--- src/rtl/mul_pkg.sv ---
// Shared encodings and sizing helpers for the sequential multiplier.
package mul_pkg;

    typedef enum logic [1:0] {
        MUL_ULO = 2'b00,
        MUL_SLO = 2'b01,
        MUL_UHI = 2'b10,
        MUL_SHI = 2'b11
    } mul_mode_e;

    typedef enum logic [1:0] {
        S_IDLE = 2'd0,
        S_RUN  = 2'd1,
        S_DONE = 2'd2
    } state_e;

    // Counter width for WIDTH/BITS_PER_CYCLE steps; never narrower than one bit.
    function automatic int unsigned cnt_width(input int unsigned width, input int unsigned bpc);
        int unsigned n;
        n = width / bpc;
        return (n > 1) ? int'($clog2(n)) : 1;
    endfunction

    function automatic logic mode_signed(input mul_mode_e m);
        return (m == MUL_SLO) || (m == MUL_SHI);
    endfunction

    function automatic logic mode_high(input mul_mode_e m);
        return (m == MUL_UHI) || (m == MUL_SHI);
    endfunction

endpackage

--- src/rtl/seq_mul_unit_if.sv ---
// Request/response bundle between the CPU and the sequential multiplier.
interface seq_mul_unit_if
    import mul_pkg::*;
#(
    parameter int unsigned WIDTH = 8
);
    logic                 start;
    mul_mode_e            mode;
    logic [WIDTH-1:0]     data1;
    logic [WIDTH-1:0]     data2;
    logic                 busy;
    logic                 done;
    logic [WIDTH-1:0]     result;
    logic [2*WIDTH-1:0]   product;
    logic                 zero;
    logic                 overflow;

    modport master (
        output start, mode, data1, data2,
        input  busy, done, result, product, zero, overflow
    );

    modport slave (
        input  start, mode, data1, data2,
        output busy, done, result, product, zero, overflow
    );
endinterface

--- src/rtl/mul_partial_gen.sv ---
// Partial product of the multiplicand and one BITS_PER_CYCLE-wide multiplier chunk.
module mul_partial_gen #(
    parameter int unsigned WIDTH          = 8,
    parameter int unsigned BITS_PER_CYCLE = 1
) (
    input  logic [WIDTH-1:0]                mcand,
    input  logic [BITS_PER_CYCLE-1:0]       chunk,
    output logic [WIDTH+BITS_PER_CYCLE-1:0] pp
);
    localparam int unsigned PW = WIDTH + BITS_PER_CYCLE;

    assign pp = PW'(mcand) * PW'(chunk);

endmodule

--- src/rtl/seq_mul_unit.sv ---
// Multi-cycle shift-add multiplier: magnitudes are multiplied unsigned, sign is
// restored on the last RUN edge, then the selected half and flags are registered.
module seq_mul_unit
    import mul_pkg::*;
#(
    parameter int unsigned WIDTH          = 8,
    parameter int unsigned BITS_PER_CYCLE = 1
) (
    input  logic           clk,
    input  logic           reset,
    seq_mul_unit_if.slave  bus
);
    localparam int unsigned N  = WIDTH / BITS_PER_CYCLE;
    localparam int unsigned CW = cnt_width(WIDTH, BITS_PER_CYCLE);
    localparam int unsigned PW = WIDTH + BITS_PER_CYCLE;
    localparam int unsigned AW = 2 * WIDTH;

    state_e           state_q, state_d;
    logic             accept, last;
    mul_mode_e        mode_q;
    logic [WIDTH-1:0] mcand_q, mplier_q;
    logic             neg_q;
    logic [AW-1:0]    acc_q, product_q;
    logic [CW-1:0]    cnt_q;
    logic [WIDTH-1:0] result_q;
    logic             done_q, zero_q, ovf_q;

    logic             in_signed;
    logic [WIDTH-1:0] mag1, mag2;
    logic [PW-1:0]    pp;
    logic [AW-1:0]    sum, fixed;
    logic [WIDTH-1:0] lo, hi, sel, sign_ext;
    logic             ovf_c;

    // Signed modes work on magnitudes; the most negative value maps to 2^(WIDTH-1).
    assign in_signed = mode_signed(bus.mode);
    assign mag1 = (in_signed && bus.data1[WIDTH-1]) ? WIDTH'(~bus.data1 + WIDTH'(1)) : bus.data1;
    assign mag2 = (in_signed && bus.data2[WIDTH-1]) ? WIDTH'(~bus.data2 + WIDTH'(1)) : bus.data2;

    mul_partial_gen #(
        .WIDTH          (WIDTH),
        .BITS_PER_CYCLE (BITS_PER_CYCLE)
    ) u_pgen (
        .mcand (mcand_q),
        .chunk (mplier_q[BITS_PER_CYCLE-1:0]),
        .pp    (pp)
    );

    assign sum      = acc_q + (AW'(pp) << (32'(cnt_q) * BITS_PER_CYCLE));
    assign fixed    = neg_q ? AW'(~sum + AW'(1)) : sum;
    assign lo       = fixed[WIDTH-1:0];
    assign hi       = fixed[AW-1:WIDTH];
    assign sel      = mode_high(mode_q) ? hi : lo;
    assign sign_ext = mode_signed(mode_q) ? {WIDTH{lo[WIDTH-1]}} : {WIDTH{1'b0}};
    assign ovf_c    = !mode_high(mode_q) && (hi != sign_ext);

    // State register.
    always_ff @(posedge clk) begin
        if (reset) state_q <= S_IDLE;
        else       state_q <= state_d;
    end

    // Next-state and control decode.
    always_comb begin
        state_d = state_q;
        accept  = 1'b0;
        last    = 1'b0;
        case (state_q)
            S_IDLE, S_DONE: begin
                if (bus.start) begin
                    accept  = 1'b1;
                    state_d = S_RUN;
                end else begin
                    state_d = S_IDLE;
                end
            end
            S_RUN: begin
                if (cnt_q == CW'(N - 1)) begin
                    last    = 1'b1;
                    state_d = S_DONE;
                end
            end
            default: state_d = S_IDLE;
        endcase
    end

    // Operand latch, accumulation and output registers.
    always_ff @(posedge clk) begin
        if (reset) begin
            mode_q    <= MUL_ULO;
            mcand_q   <= '0;
            mplier_q  <= '0;
            neg_q     <= 1'b0;
            acc_q     <= '0;
            cnt_q     <= '0;
            product_q <= '0;
            result_q  <= '0;
            done_q    <= 1'b0;
            zero_q    <= 1'b0;
            ovf_q     <= 1'b0;
        end else begin
            done_q <= 1'b0;
            if (accept) begin
                mode_q   <= bus.mode;
                mcand_q  <= mag1;
                mplier_q <= mag2;
                neg_q    <= in_signed & (bus.data1[WIDTH-1] ^ bus.data2[WIDTH-1]);
                acc_q    <= '0;
                cnt_q    <= '0;
            end else if (state_q == S_RUN) begin
                acc_q    <= sum;
                cnt_q    <= cnt_q + CW'(1);
                mplier_q <= mplier_q >> BITS_PER_CYCLE;
                if (last) begin
                    product_q <= fixed;
                    result_q  <= sel;
                    zero_q    <= (sel == '0);
                    ovf_q     <= ovf_c;
                    done_q    <= 1'b1;
                end
            end
        end
    end

    assign bus.busy     = (state_q == S_RUN) | (bus.start & (state_q != S_RUN));
    assign bus.done     = done_q;
    assign bus.result   = result_q;
    assign bus.product  = product_q;
    assign bus.zero     = zero_q;
    assign bus.overflow = ovf_q;

endmodule

--- src/flat_wrapper.sv ---
// flat-port wrapper written by rule: the top's interface ports become plain ports
module seq_mul_unit_flat import mul_pkg::*;
#(
    parameter int unsigned WIDTH          = 8,
    parameter int unsigned BITS_PER_CYCLE = 1
)
  (clk, reset, bus_start, bus_mode, bus_data1, bus_data2, bus_busy, bus_done, bus_result, bus_product, bus_zero, bus_overflow);
  seq_mul_unit_if #(.WIDTH(WIDTH)) bus_i ();
  input  logic clk;
  input  logic reset;
  input wire logic [$bits(bus_i.start)-1:0] bus_start;
  input wire logic [$bits(bus_i.mode)-1:0] bus_mode;
  input wire logic [$bits(bus_i.data1)-1:0] bus_data1;
  input wire logic [$bits(bus_i.data2)-1:0] bus_data2;
  output wire logic [$bits(bus_i.busy)-1:0] bus_busy;
  output wire logic [$bits(bus_i.done)-1:0] bus_done;
  output wire logic [$bits(bus_i.result)-1:0] bus_result;
  output wire logic [$bits(bus_i.product)-1:0] bus_product;
  output wire logic [$bits(bus_i.zero)-1:0] bus_zero;
  output wire logic [$bits(bus_i.overflow)-1:0] bus_overflow;
  assign bus_i.start = bus_start;
  assign bus_i.mode = bus_mode;
  assign bus_i.data1 = bus_data1;
  assign bus_i.data2 = bus_data2;
  assign bus_busy = bus_i.busy;
  assign bus_done = bus_i.done;
  assign bus_result = bus_i.result;
  assign bus_product = bus_i.product;
  assign bus_zero = bus_i.zero;
  assign bus_overflow = bus_i.overflow;
  seq_mul_unit #(.WIDTH(WIDTH), .BITS_PER_CYCLE(BITS_PER_CYCLE)) u_core (.clk(clk), .reset(reset), .bus(bus_i));
endmodule
--- config.mk ---
export PLATFORM = sky130hd
export DESIGN_NAME = seq_mul_unit_flat
export DESIGN_NICKNAME = d
export VERILOG_FILES = /design/src/rtl/mul_pkg.sv /design/src/rtl/seq_mul_unit_if.sv /design/src/rtl/mul_partial_gen.sv /design/src/rtl/seq_mul_unit.sv /design/src/flat_wrapper.sv
export SDC_FILE = /design/constraint.sdc
export NUM_CORES = 1
export LEC_CHECK = 0
export ABC_AREA = 1
export CAP_MARGIN = 30
export CORE_ASPECT_RATIO = 0.7
export CORE_MARGIN = 4
export CORE_UTILIZATION = 60
export DETAILED_ROUTE_END_ITERATION = 10
export PLACE_DENSITY_LB_ADDON = 0.12
export SLEW_MARGIN = 20
export SYNTH_ARGS = -nofsm -noshare
export SYNTH_HDL_FRONTEND = slang
export SYNTH_SLANG_ARGS = --single-unit
--- constraint.sdc ---
create_clock -name clk -period 4.7 [get_ports clk]
set_input_delay 0.705 -clock clk [delete_from_list [all_inputs] [get_ports clk]]
set_output_delay 0.705 -clock clk [all_outputs]
set_load 0.05 [all_outputs]
======== After elaboration in Yosys (flattened, before gate mapping) ========
Index checks and enable logic that the tools add are counted.
cells by class
  add/sub/neg operators ................... 5
  multiply operators ...................... 1
  equal/unequal tests ..................... 11
  shifts and indexed selects .............. 1
  muxes and demuxes ....................... 15
  bitwise gates (word level) .............. 9
  reductions and logical operators ........ 14
operators with widths
  operator                                       number
  2-to-1 mux 8 bit                               6
  adder 16 x 1 -> 16 bit, second input constant  1
  adder 16 bit                                   1
  adder 8 x 1 -> 8 bit, second input constant    2
  2-to-1 mux 16 bit                              1
  NOT 16 bit                                     1
  NOT 8 bit                                      2
  left shift 9 x 3 -> 16 bit                     1
  multiplier 8 x 1 -> 9 bit                      1
  == test 2 bit, second input constant           4
  logical NOT 8 bit                              1
  != test 8 bit                                  1
  == test 2 x 1 -> 1 bit, second input constant  3
  2-to-1 mux 1 bit                               6
  != test 2 x 1 -> 1 bit, second input constant  2
  case mux 2 bit (2 select lines)                1
  OR reduction 2 bit                             2
  adder 3 x 1 -> 3 bit, second input constant    1
  == test 3 bit, second input constant           1
  logical AND 1 bit                              3
  logical OR 1 bit                               3
  AND reduction 3 bit                            1
  OR reduction 3 bit                             1
  bitwise AND 1 bit                              2
  other kinds (7)                                8
storage, ports and cells
  register bits ........................... 67
  bits of input ports ..................... 21
  output and inout port bits .............. 28

======== Longest topological paths before layout ========
Gate-level depths: netlist (run 1).
  word-level depth ........................ 9
  depth in mapped cells ................... 29

======== Cells and area by module ========
Synthesis (run 1) repeated with hierarchy kept, for this count alone.
second synthesis, totals
  cells, all modules ...................... 798
  area total of the unflattened synthesis .. 4976.0 µm²
modules (own cells, without submodules)
  module           instances  cells an instance  area each (µm²)  sequential area each (µm²)
  seq_mul_unit     1          779                4899.7           1341.3
  mul_partial_gen  1          19                 76.3             0.0

======== Least setup slack after synthesis (run 1) ========
Ideal clock, no wire load.
  path type ............................... register -> register
  from .................................... reg u_core.mplier_q[0]
  to ...................................... reg u_core.ovf_q, in the netlist u_core.bus.overflow
  arrival time ............................ 3.088 ns
  required time ........................... 4.583 ns
  slack ................................... 1.495 ns
  stages on the path, launching flop included .. 26
  path buffers ............................ 1
  cell sequence ........................... dfxtp_1 > clkbuf_1 > nand2_1 > nor2_1 > inv_1 > nor3_1 > ha_1 > fa_1 > inv_1 > ha_1 > a21boi_2 > nand3_1 > nor2_1 > nand2_1 > nor2_2 > nand2_1 > nand2_1 > nand2_1 > nand2_1 > nand2_1 > inv_1 > nand2_1 > nor2_1 > nand2_1 > nand3_1 > a21oi_1
on the way
  cells in the longest elaborated chain, start to end .. 9
ends and longest elaborated chain
  element                         line                   RTL
  start: declaration              seq_mul_unit.sv:21     logic [WIDTH-1:0] mcand_q, mplier_q;
  start signal: assignment        seq_mul_unit.sv:106    mplier_q <= mag2;
  start signal: assignment        seq_mul_unit.sv:113    mplier_q <= mplier_q >> BITS_PER_CYCLE;
  multiplier 8 x 1 -> 9 bit (*)   mul_partial_gen.sv:12  assign pp = PW'(mcand) * PW'(chunk);
  left shift 9 x 3 -> 16 bit (*)  seq_mul_unit.sv:49     assign sum = acc_q + (AW'(pp) << (32'(cnt_q) * BITS_PER_CYCLE));
  adder 16 bit (*)                seq_mul_unit.sv:49
  net u_core.sum[1]               seq_mul_unit.sv:31     logic [AW-1:0] sum, fixed;
  NOT 16 bit (*)                  seq_mul_unit.sv:50     assign fixed = neg_q ? AW'(~sum + AW'(1)) : sum;
  adder 16 x 1 -> 16 bit (*)      seq_mul_unit.sv:50
  2-to-1 mux 16 bit (*)           seq_mul_unit.sv:50
  2-to-1 mux 8 bit                seq_mul_unit.sv:54     assign sign_ext = mode_signed(mode_q) ? {WIDTH{lo[WIDTH-1]}} : {WIDTH{1'b0}};
  != test 8 bit (*)               seq_mul_unit.sv:55     assign ovf_c = !mode_high(mode_q) && (hi != sign_ext);
  logical AND 1 bit (*)           seq_mul_unit.sv:55
  end signal: assignment          seq_mul_unit.sv:118    ovf_q <= ovf_c;
  end: declaration                seq_mul_unit.sv:26     logic done_q, zero_q, ovf_q;
Mark *: on every way through the listed nets, which the timed path passes. The rest lies on a longest branch.
A chain may end at the register's enable or synchronous reset.

======== Worst setup path in the final report (run 1) ========
  from .................................... reg u_core.cnt_q[0]
  to ...................................... reg u_core.ovf_q, in the netlist u_core.bus.overflow
on the way
  cells in the longest elaborated chain, start to end .. 8
  elaborated cells between the ends (all ways) .. 12
  classes of those cells .................. add/sub (2); eq/ne (2); shift (1); mux (4); bitwise (1); reduce/logical (2)
ends and longest elaborated chain
  element                     line                 RTL
  start: declaration          seq_mul_unit.sv:24   logic [CW-1:0] cnt_q;
  start signal: assignment    seq_mul_unit.sv:112  cnt_q <= cnt_q + CW'(1);
  left shift 9 x 3 -> 16 bit  seq_mul_unit.sv:49
  adder 16 bit                seq_mul_unit.sv:49
  NOT 16 bit                  seq_mul_unit.sv:50
  adder 16 x 1 -> 16 bit      seq_mul_unit.sv:50
  2-to-1 mux 16 bit           seq_mul_unit.sv:50
  2-to-1 mux 8 bit            seq_mul_unit.sv:54
  != test 8 bit               seq_mul_unit.sv:55
  logical AND 1 bit           seq_mul_unit.sv:55
Parallel ways exist; a longest one is shown, timed or not.

==> metrics.md, run 1 <==
| Metric | Value |
|---|---|
| Core ar. | 7510 um^2 |
| DIE AREA | 9490 um^2 |
| First DRT Iteration DRCs | 601 |
| Root buffer cell | clkbuf_16 |
| Top FF cell, synth | dfxtp_1 |
| Lkg Pwr | 2.77 nW |
| Vias in the first global route | 4,568 |
| Post-Synth Adder-Cell Area | 5.91% |
| Vias per Instance | 5.80 |
| Area occupied by multi-input gates | 2920 um^2 |
| Initial antenna violation count | 0 |
| Tot GR Track Use | 30.2% |
| Post-cts resize count | 0 |
| Layout net count | 843 |
| Synth unique cells | 40 |
| Post-layout min period | 3920 ps |
| Sequential cell area | 1340 um^2 |
| Cells traversed along the worst timing path | clkinv_1 > nand3_1 > o21ai_0 > o21ai_0 > mux2i_1 > ha_1 > nand2_1 > nor2_1 > nand3_1 > nand4_1 > nand2_1 > nor2_1 > nand3_1 > nand3_1 > nand2_1 > inv_1 > nand2_1 > nor2_1 > nand2_1 > nand3_1 > a21oi_1 |
| Post-synthesis xor/xnor area fraction | 2.01% |
| Ports | 49 |
| Power Density | 298 nW/um^2 |
| Hold Buf Count CTS | 0 |
| Gr ovfl total | 0 |
| Max FO, Critical Path | 10 |
| Element type at the critical path end | register |
| Worst rel slew slack | 50.4% |
| Pin count of the biggest net entering global routing | 41 |
| Area grow syn2layout | 16.8% |
| DR WL/cell | 15.6 um |
| Period Utilization, post-route | 83.5% |
| Routed Antenna Nets | 0 |
| CP max stage cell | dfxtp_1 |
| Finished Layout Cells | 903 |
| Number of synthesized flops with an enable pin | 0 |
| Hold Crit Class | reg -> reg |
| Inst Count DP | 887 |
| Chip Width | 115 um |
| Arrival @ worst endpoint | 4120 ps |
| DR pass1 iterations | 6 |
| Insertion delay to the later sink of the worst-skew pair | 340 ps |
| Slowest cell delay on critical path | 480 ps |
| First-pass GRT wire length | 22,500 um |
| WHS | 461 ps |
| TNS Setup | 0 ps |
| Initial Util | 63.6% |
| Synth Area in Compound Gates | 17.7% |
| Post-synthesis register bit count | 67 |
| CP Data Required Time | 4900 ps |
| Vias | 5,234 |
| Syn_nets | 805 |
| Fmax | 255 MHz |
| Syn avg cell area | 6.28 um^2 |
| WS Path Type | reg -> reg |
| H-tree level count | 3 |
| Maximum vdd drop | 0.235 mV |
| Final setup viols | 0 |
| Fin. Hold Viols | 0 |
| Netlist Area Pre-Place | 4780 um^2 |
| Yosys Warn Count | 0 |
| Clk sinks | 67 |
| Dpl hpwl | 10,700 um |
| Mux contribution to synthesized area | 0.837% |
| RSZ-0062 raised after global routing | no |
| Clock transition at path regs | 60 ps |
| Deepest clock path buffer count | 2 |
| CTS tree | done |
| Fillers | 609 |
| Gate Count Post-Synth | 762 |
| Largest family of logic cells by synthesized area | simple AND/OR/NAND/NOR gates |
| Synth Area in Simple Gates | 34.6% |
| Fin. max-slew vios | 0 |
| IO Port Bufs | 48 |
| Row Count | 26 |
| WL final | 14,100 um |
| Async set or reset register ratio after synthesis | 0% |
| Slew @ Worst Pin | 743 ps |
| Die Span Y | 82.7 um |
| Number of remaining DRC errors | 0 |
| Post-CTS setup buffers | 0 |
| CP Launch Type | register |
| N_diodes | 0 |
| Util after Layout | 74.4% |
| Number of buffers created by CTS | 9 |
| GPL Wtd Cong | 1.02 |
| Overall power | 1.67 mW |
| Clock Skew | 7.78 ps |
| Seq/Total Area, Yosys | 28.0% |
| Max Cap Viol | 0 |
| Status | finished, final reports clean |
| Layout cells sized above 1 | 6.71% |
routing by layer:
layer | global-route usage, % | share of wire [%] | vias to the layer above | wire length [um]
met4 | 7.85 | 1.8 | 0 | 253
met2 | 46.1 | 42 | 249 | 5920
met5 | 0 | 0 | - | 0
met1 | 43.1 | 46 | 2383 | 6460
li1 | - | - | 2569 | -
met3 | 6.77 | 10 | 33 | 1470
path summary, 6_finish.rpt:
path,startpoint,to,slack (ps),cells after the start
hold / removal,u_core.bus.product[1],u_core.bus.product[1],460,2
setup / recovery,u_core.cnt_q[0],u_core.bus.overflow,780,21
setup reg to reg,u_core.cnt_q[0],u_core.bus.overflow,780,21
hold reg to reg,u_core.bus.product[1],u_core.bus.product[1],460,2
Yosys cell counts, types with 2 or more instances:
| master | number | share of area [%] |
|---|---|---|
| and3_1 | 2 | 0.26 |
| inv_1 | 101 | 7.9 |
| nand2_1 | 215 | 17 |
| dfxtp_1 | 67 | 28 |
| nand4_1 | 6 | 0.79 |
| xor2_1 | 8 | 1.5 |
| o21ai_0 | 63 | 6.6 |
| a31oi_1 | 4 | 0.52 |
| inv_2 | 3 | 0.24 |
| ha_1 | 21 | 5.5 |
| a21oi_1 | 40 | 4.2 |
| buf_6 | 2 | 0.47 |
| o211ai_1 | 19 | 3.0 |
| o21bai_1 | 6 | 0.94 |
| nor2_2 | 4 | 0.52 |
| nand3_2 | 5 | 1.0 |
| nor3_1 | 10 | 1.0 |
| xnor2_1 | 3 | 0.55 |
| nand2_2 | 17 | 2.2 |
| a21oi_2 | 2 | 0.37 |
| o221ai_1 | 2 | 0.37 |
| nand3_1 | 68 | 7.1 |
| o31ai_1 | 3 | 0.47 |
| clkinv_1 | 3 | 0.24 |
| mux2i_1 | 4 | 0.84 |
| nor2_1 | 51 | 4.0 |
| clkbuf_1 | 20 | 1.6 |
cells by family (layout without fill, tap and decap cells):
logic type,Yosys count,in the layout
multiplexers,4,4
XOR/XNOR,11,11
buffers and inverters,131,174
adder cells (fa/ha/maj),22,22
AO/OA/AOI/OAI,145,145
AND/OR/NAND/NOR,382,382
flip-flops,67,67
area by class of cell:
type | count | share of cell area, %
clock buffer | 12 | 4.41
clock inverter | 4 | 0.896
inverter | 107 | 7.19
multi-input combinational | 564 | 52.3
sequential | 67 | 24.0
tap | 98 | 2.19
timing repair buffer | 51 | 9.00
critical path: cells and delay by family, from the launching register on:
family | cells | cell delay (ps)
compound gates | 3 | 500
fa+ha+maj | 1 | 400
buf+inv | 2 | 390
flops | 1 | 480
mux | 1 | 150
simple gates | 14 | 1870
sequential cells by signal, summed over array words and instances (netlist names):
register	cells
u_core.bus.result	8
u_core.acc_q	16
u_core.bus.product	16
u_core.bus.overflow	1
u_core.neg_q	1
u_core.mcand_q	8
u_core.mode_q	2
u_core.mplier_q	8
u_core.bus.zero	1
u_core.state_q	2
u_core.cnt_q	3
u_core.bus.done	1
report_power, final:
group	switching, mW	internal (mW)	leakage (nW)
combinational	0.249	0.122	2.08
sequential	0.0247	0.591	0.545
clock	0.255	0.424	0.139
layout by cell type (no fill, tap or decap), types with 2 or more instances in the layout:
cell type / n
mux2i_1: 4
clkdlybuf4s50_1: 48
nand3_2: 5
and3_1: 2
nor2_2: 5
nand2_2: 17
o31ai_1: 3
xnor2_1: 3
xor2_1: 8
inv_2: 3
clkinvlp_4: 2
o211ai_1: 19
clkinv_1: 3
buf_4: 3
a21oi_1: 40
nand3_1: 68
a21oi_2: 2
dfxtp_1: 67
o21ai_0: 63
o21bai_1: 6
nand2_1: 215
clkbuf_1: 2
a31oi_1: 4
inv_1: 101
ha_1: 21
nand4_1: 6
nor3_1: 10
nor2_1: 50
o221ai_1: 2
clkbuf_16: 9
metrics by stage:
step           cell area [um^2]  worst slack (ps)
2_1_floorplan              4780              1500
3_3_place_gp               5290              1020
3_5_place_dp               5290               883
4_1_cts                    5590               870
5_1_grt                    5590               154
6_report                   5590               777
(Power assumes the default switching activity.)
==> run 2, diff against run 1 <==
- CORE_UTILIZATION: 60 -> 52
- clock period: 4.7 -> 3.33 ns (I/O delays scaled with it)
==> metrics.md, run 2 (synthesis gave the netlist of run 1 again) <==
| Metric | Value |
|---|---|
| Status | complete, but fails checks |
| Failing checks | negative setup slack |
| Root buffer cell | clkbuf_16 |
| Final WS setup | -203 ps (-980 ps) |
| Design Area, Final | 6790 um^2 (+21%) |
| Core ar. | 8690 um^2 (+16%) |
| Clk sinks | 67 (unchanged) |
| Sequential cell area | 1350 um^2 (+0.37%) |
| N_diodes | 0 (unchanged) |
| CP Launch Type | register |
| WL final | 16,500 um (+17%) |
| Deepest clock path buffer count | 2 (unchanged) |
| Area grow syn2layout | 41.9% |
| Fmax | 283 MHz (+11%) |
| Element type at the critical path end | register |
| DR WL/cell | 16.3 um (+4.4%) |
| Hold Crit Class | reg -> reg |
| Insertion delay to the later sink of the worst-skew pair | 350 ps (about the same) |
| Arrival @ worst endpoint | 3800 ps (-320 ps) |
| Int Pwr | 1.77 mW (+56%) |
| Layout net count | 933 (+11%) |
| H-tree level count | 3 (unchanged) |
| Power Density | 390 nW/um^2 (+31%) |
| Row Count | 28 (+7.7%) |
| Vias | 5,864 (+12%) |
| Vias per Instance | 5.78 (-0.33%) |
| Dpl hpwl | 10,900 um (+1.6%) |
| IO Port Bufs | 48 (unchanged) |
| Placed cell areas | 5860 um^2 (+11%) |
| Chip Width | 123 um (+6.9%) |
| First DRT Iteration DRCs | 748 (+24%) |
| R2R setup slack | -200 ps (-980 ps) |
| Clk network pwr share | 36.3% (-4.5 points) |
| CTS tree | done |
| Hold Crit Depth | 2 (unchanged) |
| Ports | 49 (unchanged) |
| Slew @ Worst Pin | 675 ps (-67.8 ps) |
| Initial antenna violation count | 0 (unchanged) |
| Layout cells sized above 1 | 27.9% (+21 points) |
| Vias in the first global route | 5,058 (+11%) |
| Hold Buf Count CTS | 0 (unchanged) |
| Tot GR Track Use | 27.9% (-2.3 points) |
| Lkg Pwr | 3.34 nW (+21%) |
| Switching Fraction | 33.1% (+1.4 points) |
| Combinational power share | 31.2% (+8.9 points) |
| Fillers | 635 (+4.3%) |
| GPL Wtd Cong | 1.00 (-1.5%) |
| WS Path Type | reg -> reg |
| Fin. max-slew vios | 0 (unchanged) |
| TNS Setup | -860 ps (-860 ps) |
| Period Utilization, post-route | 106% (+23 points) |
| Gr ovfl total | 0 (unchanged) |
| Commonest non-fill, non-tap cell in the layout | nand2_1 |
| RSZ-0062 raised after global routing | yes |
| Die Span Y | 88.2 um (+6.7%) |
| Overall power | 2.65 mW (+59%) |
| Routed Antenna Nets | 0 (unchanged) |
| DR pass1 iterations | 5 (-1) |
| Sequential fraction of design power | 32.6% (-4.3 points) |
| Number of remaining DRC errors | 0 (unchanged) |
| Number of buffers created by CTS | 9 (unchanged) |
| Finished Layout Cells | 1,015 (+12%) |
| Max Cap Viol | 0 (unchanged) |
| Post-layout min period | 3530 ps (-390 ps) |
| First-pass GRT wire length | 23,900 um (+6.6%) |
| DIE AREA | 10,800 um^2 (+14%) |
| Worst rel slew slack | 54.9% (+4.5 points) |
| Initial Util | 55.0% (-8.6 points) |
| CP Data Required Time | 3600 ps (-1300 ps) |
| Inst Count DP | 980 (+10%) |
| Commonest cells after routing, fill and taps aside | nand2_1 (174), inv_1 (94), buf_4 (88) |
| Fin. Hold Viols | 0 (unchanged) |
| Area occupied by multi-input gates | 3390 um^2 (+16%) |
| Final setup viols | 6 (+6) |
| Worst reg-to-reg path cell count | 23 (+9.5%) |
| Net Switching | 878 uW (+66%) |
| Clock transition at path regs | 50 ps (about the same) |
| Pin count of the biggest net entering global routing | 41 (unchanged) |
| Clock Skew | 6.30 ps (-1.48 ps) |
| Maximum vdd drop | 0.322 mV (+37%) |
| Max FO, Critical Path | 8 (-2) |
## run 2: cell count changes in the layout (fill, tap and decap cells not counted), sizes merged
cell / change
buf: +91
clkbuf: -1
clkdlybuf4s50: -1
clkinv: +1
clkinvlp: -1
inv: +1
## run 2: final timing paths
kind,from,endpoint
max,u_core.mplier_q[0],u_core.bus.zero
min,u_core.mplier_q[6],u_core.mplier_q[6]
max reg2reg,u_core.mplier_q[0],u_core.bus.zero
min reg2reg,u_core.mplier_q[6],u_core.mplier_q[6]
## run 2: final cells by class
| type | count | share of cell area, % |
|---|---|---|
| inverter | 107 | 5.99 |
| tap | 120 | 2.21 |
| sequential | 67 | 19.8 |
| clock inverter | 5 | 0.774 |
| timing repair buffer | 141 | 17.7 |
| multi-input combinational | 564 | 49.9 |
| clock buffer | 11 | 3.58 |
## run 2: per-layer routing
layer	global-route usage, %	vias up	part of all wire [%]
met2	43.9	367	45
met4	9.96	0	3.1
met1	38.6	2702	42
met3	5.37	51	9.8
met5	0	-	0
li1	-	2744	-
## run 2: critical path, cell delays in order, from the launching register on
cell,delay (ps)
dfxtp_4,380
buf_6,110
nand2_4,50
nor2_4,110
inv_2,40
nor3_2,180
ha_2,250
fa_2,470
inv_4,100
ha_4,140
a21boi_4,180
nand3_2,100
nor2_2,150
nand2_2,90
nor2_4,150
buf_6,120
nand3_2,100
nand3_2,120
nand2_4,80
o21ai_4,160
nand2_2,70
nor2_2,90
nand2_1,70
a21oi_2,130
## run 2: power groups by stage
stage	sequential, mW	combinational (mW)	clock (mW)
2_1_floorplan	0.866	0.385	0
3_3_place_gp	0.873	0.610	0
3_5_place_dp	0.874	0.622	0
4_1_cts	0.858	0.646	0.965
5_1_grt	0.866	0.887	0.990
6_report	0.863	0.826	0.961
## run 2: metrics by stage
step	worst slack, ps	hold slack [ps]	util [%]
after floorplan	125	428	-
after global placement	-106	451	67.5
after detailed placement	-164	454	67.5
after CTS	-0.108	466	72.0
after global routing	-397	489	78.1
final	-203	471	78.1
## run 2: timing repair
| action | CTS | global route |
|---|---|---|
| setup buffers | 3 | 15 |
| endpoints found under the setup margin | 11 | 17 |
| cloned | 0 | 1 |
| pin swaps | 5 | 47 |
| resized for setup | 23 | 128 |
| endpoints found under the hold margin | 0 | 0 |
